**src/rtl/cache_flush_pkg.sv**
```systemverilog
// Shared types and helpers for the cache flush sequencer.
package cache_flush_pkg;

  typedef enum logic [2:0] {
    IDLE    = 3'd0,
    READ    = 3'd1,
    CHECK   = 3'd2,
    WB      = 3'd3,
    ADVANCE = 3'd4,
    DONE    = 3'd5
  } flush_state_t;

  localparam int unsigned MAXWAYS = 64;
  localparam int unsigned WAYIDXW = $clog2(MAXWAYS);

  // Rotate the low numWays bits of a one-hot way vector left by one, top way wrapping to way 0.
  function automatic logic [MAXWAYS-1:0] rotateWayLeft(input logic [MAXWAYS-1:0] way,
                                                       input int unsigned numWays);
    logic [MAXWAYS-1:0] rotated;
    rotated = '0;
    for (int unsigned i = 0; i < MAXWAYS; i++) begin
      if (i < numWays) begin
        rotated[WAYIDXW'(i)] = (i == 0) ? way[WAYIDXW'(numWays - 1)] : way[WAYIDXW'(i - 1)];
      end
    end
    return rotated;
  endfunction

endpackage

```
**src/rtl/cache_flush_ctrl_if.sv**
```systemverilog
// Flush request / cache-array / writeback signals between the cache and its flush sequencer.
interface cache_flush_ctrl_if #(
  parameter int unsigned NUMWAYS = 4,
  parameter int unsigned NUMSETS = 128,
  parameter int unsigned SETLEN  = $clog2(NUMSETS)
);
  logic               FlushReq;
  logic               FlushStage;
  logic               LineDirty;
  logic               WbAck;
  logic [SETLEN-1:0]  FlushAdr;
  logic [NUMWAYS-1:0] FlushWay;
  logic               FlushBusy;
  logic               WbReq;
  logic               ClearDirty;
  logic               InvalidateCache;
  logic               FlushDone;

  // Cache / requester side.
  modport master (
    output FlushReq, FlushStage, LineDirty, WbAck,
    input  FlushAdr, FlushWay, FlushBusy, WbReq, ClearDirty, InvalidateCache, FlushDone
  );

  // Flush sequencer side.
  modport slave (
    input  FlushReq, FlushStage, LineDirty, WbAck,
    output FlushAdr, FlushWay, FlushBusy, WbReq, ClearDirty, InvalidateCache, FlushDone
  );
endinterface

```
**src/rtl/flush_line_counter.sv**
```systemverilog
// Set counter and one-hot way register walked way-inner, set-outer by the flush sequencer.
module flush_line_counter
  import cache_flush_pkg::*;
#(
  parameter int unsigned NUMWAYS = 4,
  parameter int unsigned NUMSETS = 128,
  parameter int unsigned SETLEN  = $clog2(NUMSETS)
) (
  input  logic               clk,
  input  logic               reset,
  input  logic               clear,
  input  logic               advance,
  output logic [SETLEN-1:0]  FlushAdr,
  output logic [NUMWAYS-1:0] FlushWay,
  output logic               LastLine
);

  // The sequencer never advances past the last line, so the set counter cannot wrap.
  always_ff @(posedge clk) begin
    if (reset || clear) begin
      FlushAdr <= '0;
      FlushWay <= NUMWAYS'(1);
    end else if (advance) begin
      FlushWay <= NUMWAYS'(rotateWayLeft(MAXWAYS'(FlushWay), NUMWAYS));
      if (FlushWay[NUMWAYS-1]) begin
        FlushAdr <= FlushAdr + SETLEN'(1);
      end
    end
  end

  assign LastLine = FlushWay[NUMWAYS-1] & (FlushAdr == SETLEN'(NUMSETS - 1));

endmodule

```
**src/rtl/cache_flush_ctrl.sv**
```systemverilog
// Cache flush sequencer: walks every (set, way), writes back dirty lines and clears their dirty bits.
// Optional CACHE_FLUSH_INVALIDATE_EN adds an InvalidateCache pulse alongside FlushDone.
module cache_flush_ctrl
  import cache_flush_pkg::*;
#(
  parameter int unsigned NUMWAYS = 4,
  parameter int unsigned NUMSETS = 128,
  parameter int unsigned SETLEN  = $clog2(NUMSETS)
) (
  input logic               clk,
  input logic               reset,
  cache_flush_ctrl_if.slave flushBus
);

  flush_state_t       state;
  flush_state_t       nextState;
  logic               advanceLine;
  logic               clearLine;
  logic               clearDirty;
  logic               lastLine;
  logic [SETLEN-1:0]  setIdx;
  logic [NUMWAYS-1:0] wayOneHot;
  logic               busyQ;
  logic               wbReqQ;
  logic               doneQ;

  flush_line_counter #(
    .NUMWAYS (NUMWAYS),
    .NUMSETS (NUMSETS),
    .SETLEN  (SETLEN)
  ) lineCounter (
    .clk      (clk),
    .reset    (reset),
    .clear    (clearLine),
    .advance  (advanceLine),
    .FlushAdr (setIdx),
    .FlushWay (wayOneHot),
    .LastLine (lastLine)
  );

  always_ff @(posedge clk) begin
    if (reset) begin
      state <= IDLE;
    end else begin
      state <= nextState;
    end
  end

  // Next state, counter control and the ack-cycle dirty-bit clear.
  always_comb begin
    nextState   = state;
    advanceLine = 1'b0;
    clearLine   = 1'b0;
    clearDirty  = 1'b0;
    unique case (state)
      IDLE:    if (flushBus.FlushReq && !flushBus.FlushStage) nextState = READ;
      READ:    nextState = CHECK;
      CHECK:   nextState = flushBus.LineDirty ? WB : ADVANCE;
      WB: begin
        if (flushBus.WbAck) begin
          clearDirty = 1'b1;
          nextState  = ADVANCE;
        end
      end
      ADVANCE: begin
        if (lastLine) begin
          clearLine = 1'b1;
          nextState = DONE;
        end else begin
          advanceLine = 1'b1;
          nextState   = READ;
        end
      end
      DONE:    nextState = IDLE;
      default: nextState = IDLE;
    endcase
  end

  // Outputs registered from the next state so they line up with the state they describe.
  always_ff @(posedge clk) begin
    if (reset) begin
      busyQ  <= 1'b0;
      wbReqQ <= 1'b0;
      doneQ  <= 1'b0;
    end else begin
      busyQ  <= (nextState != IDLE);
      wbReqQ <= (nextState == WB);
      doneQ  <= (nextState == DONE);
    end
  end

`ifdef CACHE_FLUSH_INVALIDATE_EN
  logic invalidateQ;

  always_ff @(posedge clk) begin
    if (reset) begin
      invalidateQ <= 1'b0;
    end else begin
      invalidateQ <= (nextState == DONE);
    end
  end

  assign flushBus.InvalidateCache = invalidateQ;
`else
  assign flushBus.InvalidateCache = 1'b0;
`endif

  assign flushBus.FlushAdr   = setIdx;
  assign flushBus.FlushWay   = wayOneHot;
  assign flushBus.FlushBusy  = busyQ;
  assign flushBus.WbReq      = wbReqQ;
  assign flushBus.ClearDirty = clearDirty;
  assign flushBus.FlushDone  = doneQ;

endmodule

```
**src/flat_wrapper.sv**
```systemverilog
// flat-port wrapper written by rule: the top's interface ports become plain ports
module cache_flush_ctrl_flat import cache_flush_pkg::*;
#(
  parameter int unsigned NUMWAYS = 4,
  parameter int unsigned NUMSETS = 128,
  parameter int unsigned SETLEN  = $clog2(NUMSETS)
)
  (clk, reset, flushBus_FlushReq, flushBus_FlushStage, flushBus_LineDirty, flushBus_WbAck, flushBus_FlushAdr, flushBus_FlushWay, flushBus_FlushBusy, flushBus_WbReq, flushBus_ClearDirty, flushBus_InvalidateCache, flushBus_FlushDone);
  cache_flush_ctrl_if #(.NUMWAYS(NUMWAYS), .NUMSETS(NUMSETS), .SETLEN(SETLEN)) flushBus_i ();
  input logic clk;
  input logic reset;
  input wire logic [$bits(flushBus_i.FlushReq)-1:0] flushBus_FlushReq;
  input wire logic [$bits(flushBus_i.FlushStage)-1:0] flushBus_FlushStage;
  input wire logic [$bits(flushBus_i.LineDirty)-1:0] flushBus_LineDirty;
  input wire logic [$bits(flushBus_i.WbAck)-1:0] flushBus_WbAck;
  output wire logic [$bits(flushBus_i.FlushAdr)-1:0] flushBus_FlushAdr;
  output wire logic [$bits(flushBus_i.FlushWay)-1:0] flushBus_FlushWay;
  output wire logic [$bits(flushBus_i.FlushBusy)-1:0] flushBus_FlushBusy;
  output wire logic [$bits(flushBus_i.WbReq)-1:0] flushBus_WbReq;
  output wire logic [$bits(flushBus_i.ClearDirty)-1:0] flushBus_ClearDirty;
  output wire logic [$bits(flushBus_i.InvalidateCache)-1:0] flushBus_InvalidateCache;
  output wire logic [$bits(flushBus_i.FlushDone)-1:0] flushBus_FlushDone;
  assign flushBus_i.FlushReq = flushBus_FlushReq;
  assign flushBus_i.FlushStage = flushBus_FlushStage;
  assign flushBus_i.LineDirty = flushBus_LineDirty;
  assign flushBus_i.WbAck = flushBus_WbAck;
  assign flushBus_FlushAdr = flushBus_i.FlushAdr;
  assign flushBus_FlushWay = flushBus_i.FlushWay;
  assign flushBus_FlushBusy = flushBus_i.FlushBusy;
  assign flushBus_WbReq = flushBus_i.WbReq;
  assign flushBus_ClearDirty = flushBus_i.ClearDirty;
  assign flushBus_InvalidateCache = flushBus_i.InvalidateCache;
  assign flushBus_FlushDone = flushBus_i.FlushDone;
  cache_flush_ctrl #(.NUMWAYS(NUMWAYS), .NUMSETS(NUMSETS), .SETLEN(SETLEN)) u_core (.clk(clk), .reset(reset), .flushBus(flushBus_i));
endmodule
```
**config.mk**
```make
export PLATFORM = sky130hd
export DESIGN_NAME = cache_flush_ctrl_flat
export DESIGN_NICKNAME = d
export VERILOG_FILES = /design/src/rtl/cache_flush_pkg.sv /design/src/rtl/cache_flush_ctrl_if.sv /design/src/rtl/flush_line_counter.sv /design/src/rtl/cache_flush_ctrl.sv /design/src/flat_wrapper.sv
export SDC_FILE = /design/constraint.sdc
export NUM_CORES = 1
export LEC_CHECK = 0
export CAP_MARGIN = 20
export CORE_MARGIN = 4
export CORE_UTILIZATION = 40
export DETAILED_ROUTE_END_ITERATION = 10
export PLACE_DENSITY = 0.69
export SETUP_SLACK_MARGIN = 0.02
export SYNTH_ARGS = -nofsm -noshare
export SYNTH_HDL_FRONTEND = slang
export SYNTH_SLANG_ARGS = --single-unit
```
**constraint.sdc**
```tcl
create_clock -name clk -period 1.8 [get_ports clk]
set_input_delay 0.18 -clock clk [delete_from_list [all_inputs] [get_ports clk]]
set_output_delay 0.18 -clock clk [all_outputs]
set_load 0.01 [all_outputs]
```
==> results of run 1 <==
==> area by class of cell <==
class                      count  area (sq um)  share of cell area, %
tap                           25         31.28                  3.098
multi-input combinational     61         400.4                  39.65
timing repair buffer          21         210.2                  20.82
clock buffer                   4         26.28                  2.602
sequential                    17         341.6                  33.83
==> cell usage in the layout, fill, tap and decap left out, types with 3 or more instances in the layout <==
cell type        Yosys  layout
clkdlybuf4s50_1      0      19
dfxtp_1             17      16
nor2_1              11      11
a21oi_1              5       5
nor2b_1              4       4
nand3_1              3       3
xnor2_1              3       3
nand2_1              3       3
o21ai_0              3       3
a22oi_1              3       3
clkbuf_4             0       3
==> power by group through the flow <==
stage / sequential [mW] / clock, mW / combinational, mW
CTS: 0.389 / 0.204 / 0.0522
global placement: 0.397 / 0 / 0.0513
finish: 0.389 / 0.199 / 0.0515
global route: 0.391 / 0.225 / 0.0566
floorplan: 0.398 / 0 / 0.0274
detailed placement: 0.397 / 0 / 0.0517
==> Yosys cell counts (all sizes together) <==
| library cell | number |
|---|---|
| nor2b | 4 |
| and4 | 1 |
| or3b | 1 |
| buf | 2 |
| or3 | 1 |
| nor3b | 2 |
| a21oi | 6 |
| nand4 | 2 |
| nor2 | 11 |
| or2 | 2 |
| and2b | 2 |
| xor2 | 2 |
| a211oi | 1 |
| o211ai | 1 |
| ha | 1 |
| nand2 | 3 |
| nor3 | 2 |
| a22oi | 3 |
| dfxtp | 17 |
| a2111oi | 1 |
| o21ai | 3 |
| and2 | 1 |
| a221o | 1 |
| nand3 | 3 |
| a311oi | 1 |
| xnor2 | 3 |
| and3 | 2 |
| clkbuf | 2 |
| conb | 1 |
==> path summary, 6_finish.rpt <==
kind,start,end,slack [ns],depth (start not counted)
max reg2reg,u_core.lineCounter.FlushAdr[0],u_core.lineCounter.FlushAdr[5],0.26,5
min reg2reg,u_core.lineCounter.FlushAdr[1],u_core.lineCounter.FlushAdr[1],0.50,2
min,u_core.lineCounter.FlushAdr[1],u_core.lineCounter.FlushAdr[1],0.50,2
max,u_core.lineCounter.FlushWay[3],flushBus_FlushWay[3],0.24,1
==> state kept, by name (all words and copies together), names as in the netlist <==
name                         cells
u_core.flushBus.FlushBusy        1
u_core.flushBus.FlushDone        1
u_core.flushBus.WbReq            1
u_core.lineCounter.FlushAdr      7
u_core.lineCounter.FlushWay      4
u_core.state                     3
==> through the flow <==
stage          worst slack [ns]  util [%]
2_1_floorplan            0.3082         -
3_3_place_gp             0.2707     55.53
3_5_place_dp             0.2237     55.53
4_1_cts                 0.02895     57.02
5_1_grt                  0.1910     57.23
6_report                 0.2360     57.23
==> layer usage <==
| metal | wire length [um] | global-route usage (%) | part of all wire (%) | up-vias |
|---|---|---|---|---|
| li1 | - | - | - | 332 |
| met1 | 782 | 16.70 | 51 | 286 |
| met2 | 659 | 20.13 | 43 | 16 |
| met3 | 79 | 3.725 | 5.1 | 5 |
| met4 | 25 | 5.240 | 1.6 | 0 |
| met5 | 0 | 0 | 0 | - |
==> cell families (layout without fill, tap and decap cells) <==
group	after synthesis	after routing	share of synthesized area (%)
xor+xnor	5	5	5.711
other cells	1	1	0.4889
flops	17	17	44.37
simple gates	37	37	26.43
compound gates	17	17	17.94
buf+inv	4	25	3.426
fa+ha+maj	1	1	1.631
==> timing repair <==
action                                 CTS  global route
setup endpoints to repair                0             1
hold buffers                             0             0
gates resized for setup                  0             2
endpoints found under the hold margin    0             0
==> metrics.md, run 1 <==
| Metric | Value |
|---|---|
| Logic pwr share | `under 10%` |
| Top Family by Delay on Critical Path | `buffers and inverters` |
| Critical path endpoint category | `output port` |
| Die Area | `roughly 2700 sq um` |
| Top fanout value on the critical path | `9` |
| Distinct cell type count after synthesis | `31` |
| Cell count after synthesis | `just over 80` |
| Buf/Inv on CP | `1` |
| Via-to-Cell Ratio | `between 4 and 5` |
| Min-Delay Path Class | `reg -> reg` |
| Clock Skews | `~0.0015 ns` |
| Pins Over Slew Limit | `0` |
| Crit-path max cell delay | `roughly 0.60 ns` |
| RD Place Congestion | `about 0.76` |
| Design Area, Final | `between 1000 and 1500 sq um` |
| Synth top area cells | `dfxtp_1, nor2_1, a2111oi_4, xnor2_1, a21oi_1` |
| Worst skew pair latency | `~0.28 ns` |
| Setup crit start kind | `flip-flop` |
| Placed cells | `about 120` |
| Critical Path, Cell by Cell | `clkdlybuf4s50_1` |
| Yosys reg bits | `17` |
| Vias in the first global route | `605` |
| Slowest-stage cell, CP | `clkdlybuf4s50_1` |
| Ratio of cells with drive above 1 in the final layout | `between 10% and 20%` |
| Final setup fails | `0` |
| Fmax | `639.4 MHz` |
| Io pins | `22` |
| TNS Setup | `0 ns` |
| Unrepaired setup endpoints after global routing | `no` |
| DRC Markers | `0` |
| CTS buffer count | `3` |
| Register area share after synthesis | `between 40% and 50%` |
| CP required | `between 1.5 and 2 ns` |
| H-tree Lvls | `1` |
| Pwr/cell area | `about 630 nW/um^2` |
| TritonCTS clock tree | `yes` |
| Static Leak | `approximately 0.36 nW` |
| Worst-path clk slew | `around 0.09 ns` |
| Switch share | `22.09%` |
| Starting Density | `around 43%` |
| DRT iter0 DRCs | `10` |
| Maximum vdd drop | `about 460 uV` |
| Die X | `approximately 52 um` |
| Clk pwr share | `between 30 and 40%` |
| Largest net degree at the start of global routing | `12` |
| P_int | `between 0.4 and 0.5 mW` |
| Mapped Area | `between 700 and 800 sq um` |
| Die height | `between 50 and 60 um` |
| Crit Path Class | `reg -> out` |
| Post-CTS Setup Bufs | `0` |
| Max cap viols | `0` |
| Non-filler cells, final | `128` |
| DR pass1 iterations | `4` |
| Layout fillers | `161` |
| Total global-route track usage | `between 10 and 15%` |
| Hold_ws | `approximately 0.50 ns` |
| Crit path time final | `between 1.5 and 2 ns` |
| Worst Path Arrival | `about 1.4 ns` |
| Root Buffer Master | `clkbuf_4` |
| Port Buffer Count | `20` |
| Switching power | `between 0.1 and 0.15 mW` |
| Synth warn | `0` |
| HPWL after DPL | `between 1000 and 1500 um` |
| Syn_area_per_cell | `~9.4 sq um` |
| Sequential share of power | `approximately 60%` |
| Tcrit/Tclk final | `approximately 87%` |
| Top-area cell type share of the netlist area | `44.37%` |
| Post-synthesis net count | `between 80 and 90` |
| Clock Path Buffers | `2` |
| Routed WL | `between 1500 and 2000 um` |
| Final Hold Vio Count | `0` |
| Core region area | `1764 sq um` |
| Leading area contributor after synthesis | `dfxtp_1` |
| Fin nets | `about 110` |
| Antenna Nets Post-Route | `0` |
| Wire per inst | `approximately 12 um` |
| Design Power | `0.6398 mW` |
| Routed via count | `639` |
| Initial antenna violation count | `0` |
| First-pass GRT wire length | `2573 um` |
| Number of diodes | `0` |
| Layout overhead on the synthesized area | `31.65%` |
| Placement Cell Area | `about 980 sq um` |
| Clock tree sinks | `17` |
| Rows | `15` |
| Status | `complete, no violations` |
| Overflow after GRT | `0` |
(Power assumes the default switching activity.)
==> inputs of run 2 (changes only) <==
--- a/config.mk
+++ b/config.mk
@@ -11,6 +11,7 @@
 export DETAILED_ROUTE_END_ITERATION = 10
 export PLACE_DENSITY = 0.69
 export SETUP_SLACK_MARGIN = 0.02
+export SLEW_MARGIN = 20
 export SYNTH_ARGS = -nofsm -noshare
 export SYNTH_HDL_FRONTEND = slang
 export SYNTH_SLANG_ARGS = --single-unit
==> results of run 2 <==
Final layout, timing and power as in run 1 (identical DEF).
